**src/rtl/odd_parity_serial_tx.sv**
```systemverilog
// Serial transmitter: accepts an N-bit word, sends it LSB-first followed by an
// odd-parity bit, each bit held CLKS_PER_BIT clocks, then idles GAP_CYCLES clocks.
module odd_parity_serial_tx #(
  parameter int N            = 4,
  parameter int CLKS_PER_BIT = 2,
  parameter int GAP_CYCLES   = 1
) (
  input  logic         clk,
  input  logic         rst,
  input  logic         in_valid,
  input  logic [N-1:0] in_data,
  output logic         in_ready,
  output logic         tx_out,
  output logic         tx_valid,
  output logic         tx_last,
  output logic         busy,
  output logic         frame_done,
  output logic [15:0]  frame_count,
  output logic [1:0]   state_dbg
);

  localparam int CW = (CLKS_PER_BIT > 1) ? $clog2(CLKS_PER_BIT) : 1;
  localparam int BW = (N > 1) ? $clog2(N) : 1;
  localparam int GW = (GAP_CYCLES > 1) ? $clog2(GAP_CYCLES) : 1;

  typedef enum logic [1:0] {
    IDLE   = 2'd0,
    DATA   = 2'd1,
    PARITY = 2'd2,
    GAP    = 2'd3
  } state_t;

  state_t         state, state_n;
  logic [N-1:0]   shift_reg, shift_reg_n;
  logic           parity_bit, parity_bit_n;
  logic [BW-1:0]  bit_cnt, bit_cnt_n;
  logic [CW-1:0]  clk_cnt, clk_cnt_n;
  logic [GW-1:0]  gap_cnt, gap_cnt_n;
  logic [15:0]    frame_count_n;
  logic           in_ready_n, tx_out_n, tx_valid_n, tx_last_n, busy_n, frame_done_n;

  assign state_dbg = state;

  // Handshake: a word transfers on a rising edge where in_valid and in_ready
  // are both high; in_ready is a flop, so it never depends on in_valid.
  always_comb begin
    state_n       = state;
    shift_reg_n   = shift_reg;
    parity_bit_n  = parity_bit;
    bit_cnt_n     = bit_cnt;
    clk_cnt_n     = clk_cnt;
    gap_cnt_n     = gap_cnt;
    frame_count_n = frame_count;
    case (state)
      IDLE: begin
        if (in_valid && in_ready) begin
          shift_reg_n  = in_data;
          parity_bit_n = ~^in_data;
          bit_cnt_n    = '0;
          clk_cnt_n    = '0;
          state_n      = DATA;
        end
      end
      DATA: begin
        if (clk_cnt == CW'(CLKS_PER_BIT - 1)) begin
          clk_cnt_n   = '0;
          shift_reg_n = shift_reg >> 1;
          if (bit_cnt == BW'(N - 1)) begin
            bit_cnt_n = '0;
            state_n   = PARITY;
          end else begin
            bit_cnt_n = bit_cnt + BW'(1);
          end
        end else begin
          clk_cnt_n = clk_cnt + CW'(1);
        end
      end
      PARITY: begin
        if (clk_cnt == CW'(CLKS_PER_BIT - 1)) begin
          clk_cnt_n     = '0;
          gap_cnt_n     = '0;
          frame_count_n = frame_count + 16'd1;
          state_n       = (GAP_CYCLES > 0) ? GAP : IDLE;
        end else begin
          clk_cnt_n = clk_cnt + CW'(1);
        end
      end
      GAP: begin
        if (gap_cnt == GW'(GAP_CYCLES - 1)) begin
          state_n = IDLE;
        end else begin
          gap_cnt_n = gap_cnt + GW'(1);
        end
      end
      default: state_n = IDLE;
    endcase

    // Outputs are decoded from the next-state values so they can be registered
    // and still line up with the cycle the state occupies.
    in_ready_n   = (state_n == IDLE);
    busy_n       = (state_n != IDLE);
    tx_valid_n   = (state_n == DATA) || (state_n == PARITY);
    tx_last_n    = (state_n == PARITY);
    frame_done_n = (state_n == PARITY) && (clk_cnt_n == CW'(CLKS_PER_BIT - 1));
    tx_out_n     = 1'b1;
    if (state_n == DATA)   tx_out_n = shift_reg_n[0];
    if (state_n == PARITY) tx_out_n = parity_bit_n;
  end

  always_ff @(posedge clk) begin
    if (rst) begin
      state       <= IDLE;
      shift_reg   <= '0;
      parity_bit  <= 1'b0;
      bit_cnt     <= '0;
      clk_cnt     <= '0;
      gap_cnt     <= '0;
      frame_count <= 16'd0;
      in_ready    <= 1'b1;
      tx_out      <= 1'b1;
      tx_valid    <= 1'b0;
      tx_last     <= 1'b0;
      busy        <= 1'b0;
      frame_done  <= 1'b0;
    end else begin
      state       <= state_n;
      shift_reg   <= shift_reg_n;
      parity_bit  <= parity_bit_n;
      bit_cnt     <= bit_cnt_n;
      clk_cnt     <= clk_cnt_n;
      gap_cnt     <= gap_cnt_n;
      frame_count <= frame_count_n;
      in_ready    <= in_ready_n;
      tx_out      <= tx_out_n;
      tx_valid    <= tx_valid_n;
      tx_last     <= tx_last_n;
      busy        <= busy_n;
      frame_done  <= frame_done_n;
    end
  end

endmodule

```
**config.mk**
```make
export PLATFORM = sky130hd
export DESIGN_NAME = odd_parity_serial_tx
export DESIGN_NICKNAME = d
export VERILOG_FILES = /design/src/rtl/odd_parity_serial_tx.sv
export SDC_FILE = /design/constraint.sdc
export NUM_CORES = 1
export LEC_CHECK = 0
export ABC_AREA = 1
export CAP_MARGIN = 15
export CELL_PAD_IN_SITES_DETAIL_PLACEMENT = 2
export CELL_PAD_IN_SITES_GLOBAL_PLACEMENT = 2
export CORE_MARGIN = 4
export CORE_UTILIZATION = 28
export DETAILED_ROUTE_END_ITERATION = 8
export GPL_TIMING_DRIVEN = 0
export PLACE_DENSITY = 0.83
export SLEW_MARGIN = 0
export SYNTH_ARGS = -nofsm -noshare
export SYNTH_HDL_FRONTEND = slang
export SYNTH_SLANG_ARGS = --single-unit
```
**constraint.sdc**
```tcl
create_clock -name clk -period 2.62 [get_ports clk]
set_input_delay 0.393 -clock clk [delete_from_list [all_inputs] [get_ports clk]]
set_output_delay 0.393 -clock clk [all_outputs]
set_load 0.1 [all_outputs]
```
# ---- Yosys cells after proc, flatten, opt, wreduce, memory -nomap -nowiden
# Cells that the tools add are included.
dict set report totals {
  register_bits 33
  inputBits 7
  word_cells 63
}
dict set report classes {
  addsub 4
  eq_ne 9
  muxes 23
  n_reduce_logical 13
}
# op n
set ops {}
lappend ops {{$add A16 B1 Y16 const B} 1}
lappend ops {{$mux W2} 8}
lappend ops {{$eq A2 B2 Y1 const B} 4}
lappend ops {{$mux W1} 8}
lappend ops {{$mux W4} 2}
lappend ops {{$pmux W2 S4} 1}
lappend ops {{$pmux W4 S2} 1}
lappend ops {{$ne A2 B2 Y1 const B} 3}
lappend ops {{$reduce_bool A2 Y1} 3}
lappend ops {{$eq A2 B1 Y1 const B} 2}
lappend ops {{$logic_not A2 Y1} 2}
lappend ops {{$pmux W1 S2} 2}
lappend ops {{$pmux W2 S2} 1}
lappend ops {{$reduce_and A2 Y1} 2}
lappend ops {{$reduce_xnor A4 Y1} 1}
lappend ops {{$reduce_and A3 Y1} 1}
lappend ops {{$add A1 B1 Y1 const B} 2}
lappend ops {{$add A2 B1 Y2 const B} 1}
lappend ops {{$logic_and A1 B1 Y1} 2}
lappend ops {{$reduce_or A2 Y1} 1}
lappend ops {{$logic_or A1 B1 Y1} 1}

# ---- Logic depth before layout (Yosys ltp)
# Gate-level depths: netlist of run 1.
dict set report logic_depth {
  ltp_word 7
  mapped_depth 12
  depth_no_buf 12
}

# ---- Worst setup path before layout of run 1
# No wires, ideal clock.
dict set report synth_timing {
  path_type {flip-flop to flip-flop}
  start {register state[0], in the netlist state_dbg[0]}
  end {register tx_out}
  setup_ps 113
  arrival_time_ps 2552
  t_required_ps 2507
  setup_slack_ps -46
  path_stages_with_launch 12
  path_buffers 0
  period_less_slack_ps 2666
  cell_sequence {dfxtp_1 > inv_1 > ha_1 > nand2_2 > nor2_1 > o31ai_1 > ha_1 > inv_1 > nor2_1 > inv_1 > nand2_1 > nand2_1}
}
dict set report synth_between {
  elab_cells_between_ends 16
}
# element line_no
set synth_lines {}
lappend synth_lines {{start, declared} 33} ;# state_t state, state_n;
lappend synth_lines {{start signal, assigned} 126} ;# state <= state_n;
lappend synth_lines {{$mux W2} 68} ;# if (bit_cnt == BW'(N - 1)) begin
lappend synth_lines {{$mux W2} 65} ;# if (clk_cnt == CW'(CLKS_PER_BIT - 1)) begin
lappend synth_lines {{$pmux W2 S4 *} 54} ;# case (state)
lappend synth_lines {{$eq A2 B2 Y1 *} --}
lappend synth_lines {{via tx_last_n} 40} ;# logic in_ready_n, tx_out_n, tx_valid_n, tx_last_n, busy_n, frame_done_n;
lappend synth_lines {{$mux W1 *} 107} ;# if (state_n == PARITY) tx_out_n = parity_bit_n;
lappend synth_lines {{end signal, assigned} 134} ;# tx_out <= tx_out_n;
lappend synth_lines {{end, declared} 13} ;# output logic tx_out,
# Mark *: on every way through the listed nets, which the timed path passes. The rest lies on a longest branch.
# A chain may end at the register's enable or synchronous reset.

# ---- Worst setup path after layout of run 1
dict set report layout_timing {
  start {register frame_count[7]}
  end {output port frame_count[7]}
}
# element line_no
set layout_lines {}
lappend layout_lines {{start, declared} 18} ;# output logic [15:0] frame_count,
lappend layout_lines {{start signal, assigned} 132} ;# frame_count <= frame_count_n;
# No word-level cell between the ends.

==> out/metrics.yaml, run 1 <==
place:
  gp_congestion: 0.7492
  io_buffer_count: 30
  dp_hpwl_mm: 3.449
routing:
  drt-wirelength-per-cell_um: 13.55
  drc: 0
  drt_iter0_markers: 58
  viasPerCell: 4.601
  vias: 1523
  firstDrtPassIters: 4
  drtAntennaViolNets: 0
  drt-total-wl_mm: 4.484
sta:
  fmax_ghz: 0.4264
  finalCritPeriodShare: 0.8952
  fin_skew_ns: 0.006821
  min_period_ns: 2.345
  hold_viol_final: 0
  slew_violations: 0
  finalSetupViolCount: 0
  worstMarginPinSlew_ns: 0.9770
  finalSetupTns_ns: 0
  maxSlewHeadroom: 0.3466
  rsz0062_at_grt: "no"
yosys:
  ys_ff_latch: 32
  synthCells: 221
  yosys_warnings: 0
  synthFlopType: "dfxtp_1"
  synthTopCellsByArea: "dfxtp_1 (41%), nand2_1 (11%), nor2_1 (8.1%)"
  synthTopCellsByCount: "nand2_1 (48), nor2_1 (34), dfxtp_1 (32), inv_1 (32), a21oi_1 (16)"
  syn-num-nets: 238
  syn_avg_cell_area_um2: 7.122
  yosysSeqAreaShare: 0.4070
  synth_compound_area_frac: 0.1065
  yosysMostFrequentCell: "nand2_1"
  synth_top_family_by_area: "simple AND/OR/NAND/NOR gates"
  synthMuxAreaShare: 0
  synth_simple_gate_area_share: 0.2870
  async_reset_ff_frac: 0
  synthesis.area_um2: 1574
  synth_top_area_cell: "dfxtp_1"
  synth_top_area_share: 0.4070
  synth_cell_type_count: 27
  synth-edff-count: 0
  synth_xor_area_frac: 0.03339
  synth_adder_area_share: 0.07949
clocking:
  postCtsResizedCells: 0
  cts_tree: "built"
  cts_buffers: 5
  clkTransAtPathRegs_ns: 0.07
  cts_num_sinks: 32
  postCtsSetupBuffers: 0
  clk_latency_ns: 0.29
  root_buffer: "clkbuf_8"
  cts.path.max_buffers: 2
  cts_htree_levels: 2
  hold_buffers: 0
power_and_ir_drop:
  ir_worst_vdd_uv: 193.4
  clkPwrFrac: 0.340
  p_per_area_nw_per_um2: 567.3
  p_leak_uw: 0.0008529
  p_int_uw: 792.0
  pwr-share-comb: 0.207
  swShare: 0.3222
  seq_power_share: 0.453
  power_switching_uw: 376.4
layout:
  largest_reg_flops: 16
  area.growth.synth_to_final_pct: 30.84
  drive_above_1_share: 0.07722
  post-route-util: 0.3763
  finalNetCount: 275
  antenna_cells: 0
floorplan:
  placementRows: 27
  dieArea_um2: 6885
  die_y_um: 82.98
  core-area_um2: 5473
  ios: 31
  die_w_um: 82.98
  start_util: 0.2876
min_path:
  holdCritPathClass: "reg2reg"
global_route:
  grtUsageMet2: 0.2347
  grt.overflow.total: 0
  grt_pass1_vias: 1628
  grt_pass1_wl_mm: 7.755
  use_met1: 0.1700
  grt_usage: 0.1387
  busiest_layer: "met2"
  antenna_found_initial: 0
  grtUsageMet3: 0.03770
  grt_start_max_net_pins: 11
worst_setup_path:
  crit_required_ns: 2.23
  critPathArrivalTime_ns: 1.95
  cp_slowest_stage_delay_ns: 1.20
  worstPathMaxFanout: 7
  reg2reg_slack_ns: 0.31
  cp-start-kind: "flop"
  worst_path_max_delay_cell: "clkdlybuf4s50_1"
  critPathKind: "reg2out"
  path_delay_family: "buffers and inverters"
  crit_chain: "clkdlybuf4s50_1"
  worst-path-buf-inv: 1
  endpoint_kind: "output pin"
run_status:
  run_status: "complete, no violations"
run:
  cap_viol_max_count: 0
==> worst paths after layout <==
kind,start,to,cells after the start
min,bit_cnt[1],bit_cnt[1],2
max,frame_count[7],frame_count[7],1
max reg2reg,state_dbg[0],tx_out,11
min reg2reg,bit_cnt[1],bit_cnt[1],2
==> cells in the final DEF, fill, tap and decap left out <==
cell type / n
dfxtp_2: 2
o21ai_0: 9
o2bb2ai_1: 1
ha_1: 10
a31oi_1: 1
buf_2: 1
a21oi_1: 16
clkbuf_8: 6
and3_1: 2
nor2_1: 34
nor3_1: 2
or2_2: 1
clkdlybuf4s50_1: 30
nor2_2: 2
nand2_2: 3
o21ai_1: 1
and2_1: 1
inv_1: 32
inv_2: 2
dfxtp_1: 30
clkinv_2: 2
nand2_1: 48
xnor2_1: 2
nand3_1: 8
nand4_1: 3
o31ai_1: 1
o21bai_1: 2
nand3b_1: 1
xor2_1: 4
nor2_4: 1
clkbuf_1: 1
==> through the flow <==
step	setup WS [ns]	hold slack [ns]	std cells	cell area (um^2)	total power, uW
global placement	0.2519	0.4562	323	1967	775.3
global route	0.02728	0.4985	331	2059	1228
finish	0.2746	0.4791	331	2059	1168
CTS	0.2490	0.4794	331	2059	1184
floorplan	0.3365	0.4447	221	1577	713.9
detailed placement	0.1588	0.4669	323	1967	784.3
==> power by group through the flow <==
stage               Combinational, uW  Clock [uW]  Sequential (uW)
global route                      269         425              535
finish                            241         397              530
detailed placement                243           0              541
global placement                  235           0              540
floorplan                        95.8           0              618
CTS                               246         407              531
==> cell type report <==
class	count	area (um^2)
Clock buffer	6	82.58
Clock inverter	2	10.01
Tap cell	72	90.09
Sequential cell	32	643.1
Multi-Input combinational cell	153	797.0
Fill cell	677	3413
Buffer	2	8.758
Inverter	34	127.6
Timing Repair Buffer	30	300.3
==> cells by family (layout without fill, tap and decap cells) <==
family                     Yosys count  in the layout
DFF                                 32             32
adders and majority gates           10             10
AOI/OAI and AO/OA                   31             31
buffers and inverters               36             74
xor gates and xnor gates             6              6
and+or+nand+nor                    106            106
==> layer usage <==
metal / vias to the layer above / wire length, um
li1: 760 / -
met1: 734 / 2077
met2: 23 / 2192
met3: 6 / 147
met4: 0 / 68
met5: - / 0
Note: power is estimated with default switching activity, not from simulation.
==> run 2, diff against run 1 <==
--- a/config.mk
+++ b/config.mk
@@ -9,12 +9,10 @@
 export CAP_MARGIN = 15
 export CELL_PAD_IN_SITES_DETAIL_PLACEMENT = 2
 export CELL_PAD_IN_SITES_GLOBAL_PLACEMENT = 2
-export CORE_MARGIN = 4
 export CORE_UTILIZATION = 28
 export DETAILED_ROUTE_END_ITERATION = 8
 export GPL_TIMING_DRIVEN = 0
 export PLACE_DENSITY = 0.83
-export SLEW_MARGIN = 0
 export SYNTH_ARGS = -nofsm -noshare
 export SYNTH_HDL_FRONTEND = slang
 export SYNTH_SLANG_ARGS = --single-unit
==> out/metrics.yaml, run 2 (same netlist as run 1, synthesis figures left out) <==
clocking:
  root_buffer: "clkbuf_8"
  cts_num_sinks: 32
  cts.path.max_buffers: 2
  hold_buffers: 0
  cts_buffers: 5
  postCtsResizedCells: 0
  clk_latency_ns: 0.28
  cts_tree: "built"
  cts_htree_levels: 2
  postCtsSetupBuffers: 0
  clkTransAtPathRegs_ns: 0.07
sta:
  min_period_ns: 2.309
  finalCritPeriodShare: 0.8811
  finalSetupTns_ns: 0
  fmax_ghz: 0.4332
  hold_viol_final: 0
  whs_ns: 0.4737
  rsz0062_at_grt: "no"
  worstMarginPinSlew_ns: 0.9833
  fin_skew_ns: 0.005082
  finalSetupViolCount: 0
  maxSlewHeadroom: 0.3424
  slew_violations: 0
worst_setup_path:
  worst-path-buf-inv: 1
  worstPathMaxFanout: 7
  crit_chain: "clkdlybuf4s50_1"
  reg2reg_depth: 11
  r2r-start: "state_dbg[0]"
  crit_path_end: "frame_count[7]"
  critPathKind: "reg2out"
  crit_required_ns: 2.23
  crit_start: "frame_count[7]"
  cp_slowest_stage_delay_ns: 1.18
  critPathArrivalTime_ns: 1.92
  endpoint_kind: "output pin"
  worst_path_max_delay_cell: "clkdlybuf4s50_1"
  r2r-end: "tx_out"
  cp_num_cells: 1
  cp-start-kind: "flop"
  path_delay_family: "buffers and inverters"
  reg2reg_slack_ns: 0.34
global_route:
  grtUsageMet2: 0.2598
  grtUsageMet3: 0.02738
  grt_usage: 0.1603
  antenna_found_initial: 0
  grt_start_max_net_pins: 11
  grt.overflow.total: 0
  busiest_layer: "met2"
  grt_pass1_vias: 1592
  grt_pass1_wl_mm: 7.527
  use_met1: 0.2087
layout:
  largest_reg_flops: 16
  drive_above_1_share: 0.06977
  antenna_cells: 0
  fin_area_um2: 2042
  area.growth.synth_to_final_pct: 29.73
  final_common_cell: "nand2_1"
  final_cell_mix: "nand2_1 (48), nor2_1 (34), inv_1 (32), dfxtp_1 (30), clkdlybuf4s50_1 (30)"
  finalNetCount: 275
  post-route-util: 0.3875
  nFillCells: 649
routing:
  drt-total-wl_mm: 4.320
  firstDrtPassIters: 4
  viasPerCell: 4.637
  drtAntennaViolNets: 0
  drt-wirelength-per-cell_um: 13.17
  vias: 1521
  drt_iter0_markers: 36
  drc: 0
place:
  dp_hpwl_mm: 3.348
  gp_congestion: 0.7579
  place_area_um2: 1964
  io_buffer_count: 30
run:
  cap_viol_max_count: 0
floorplan:
  placementRows: 26
  die_w_um: 76.98
  die_y_um: 76.98
  dieArea_um2: 5925
  core-area_um2: 5270
  ios: 31
  start_util: 0.2987
min_path:
  hold_depth: 2
  holdCritPathClass: "reg2reg"
power_and_ir_drop:
  totalPowerFinal_uw: 1134
  ir_worst_vdd_uv: 328.2
  p_leak_uw: 0.0008430
  p_per_area_nw_per_um2: 555.5
run_status:
  run_status: "complete, no violations"
run 2: final cells by class:
cell class,instances,area [um^2],area share
Timing Repair Buffer,30,300.3,0.1471
Clock buffer,6,72.57,0.03554
Buffer,2,8.758,0.004289
Tap cell,70,87.58,0.04289
Inverter,34,127.6,0.06250
Sequential cell,32,643.1,0.3150
Clock inverter,1,5.005,0.002451
Multi-Input combinational cell,153,797.0,0.3903
run 2: worst reg2reg max path: cells and delay by family (launching register included):
family	cells	cell delay, ns
compound gates	1	0.52
flops	1	0.38
buf+inv	4	0.31
fa+ha+maj	2	0.58
simple gates	4	0.39
run 2: routing by layer:
metal	vias to the layer above	part of all wire
met5	-	0
met4	0	0.017
met3	7	0.034
met2	26	0.45
met1	724	0.50
li1	764	-
run 2: through the flow:
step / setup WS [ns] / cells
final: 0.3115 / 328
after global routing: 0.04519 / 328
after CTS: 0.2991 / 328
after detailed placement: 0.2041 / 321
after global placement: 0.2466 / 321
after floorplan: 0.3365 / 221
run 2: power by group:
| group | switching, uW | internal, uW | total [uW] | leakage (uW) |
|---|---|---|---|---|
| registers | 17.2 | 514 | 531 | 0.000261 |
| logic | 170 | 68.3 | 239 | 0.000541 |
| clock network | 184 | 181 | 364 | 0.0000410 |
run 2: worst min path at each step:
| stage | startpoint | end | slack (ns) |
|---|---|---|---|
| 2_1_floorplan | shift_reg[3] | shift_reg[3] | 0.44 |
| 3_3_place_gp | bit_cnt[1] | bit_cnt[1] | 0.46 |
| 3_5_place_dp | bit_cnt[1] | bit_cnt[1] | 0.46 |
| 4_1_cts | bit_cnt[1] | bit_cnt[1] | 0.47 |
| 5_1_grt | bit_cnt[1] | bit_cnt[1] | 0.48 |
| 6_report | bit_cnt[1] | bit_cnt[1] | 0.47 |
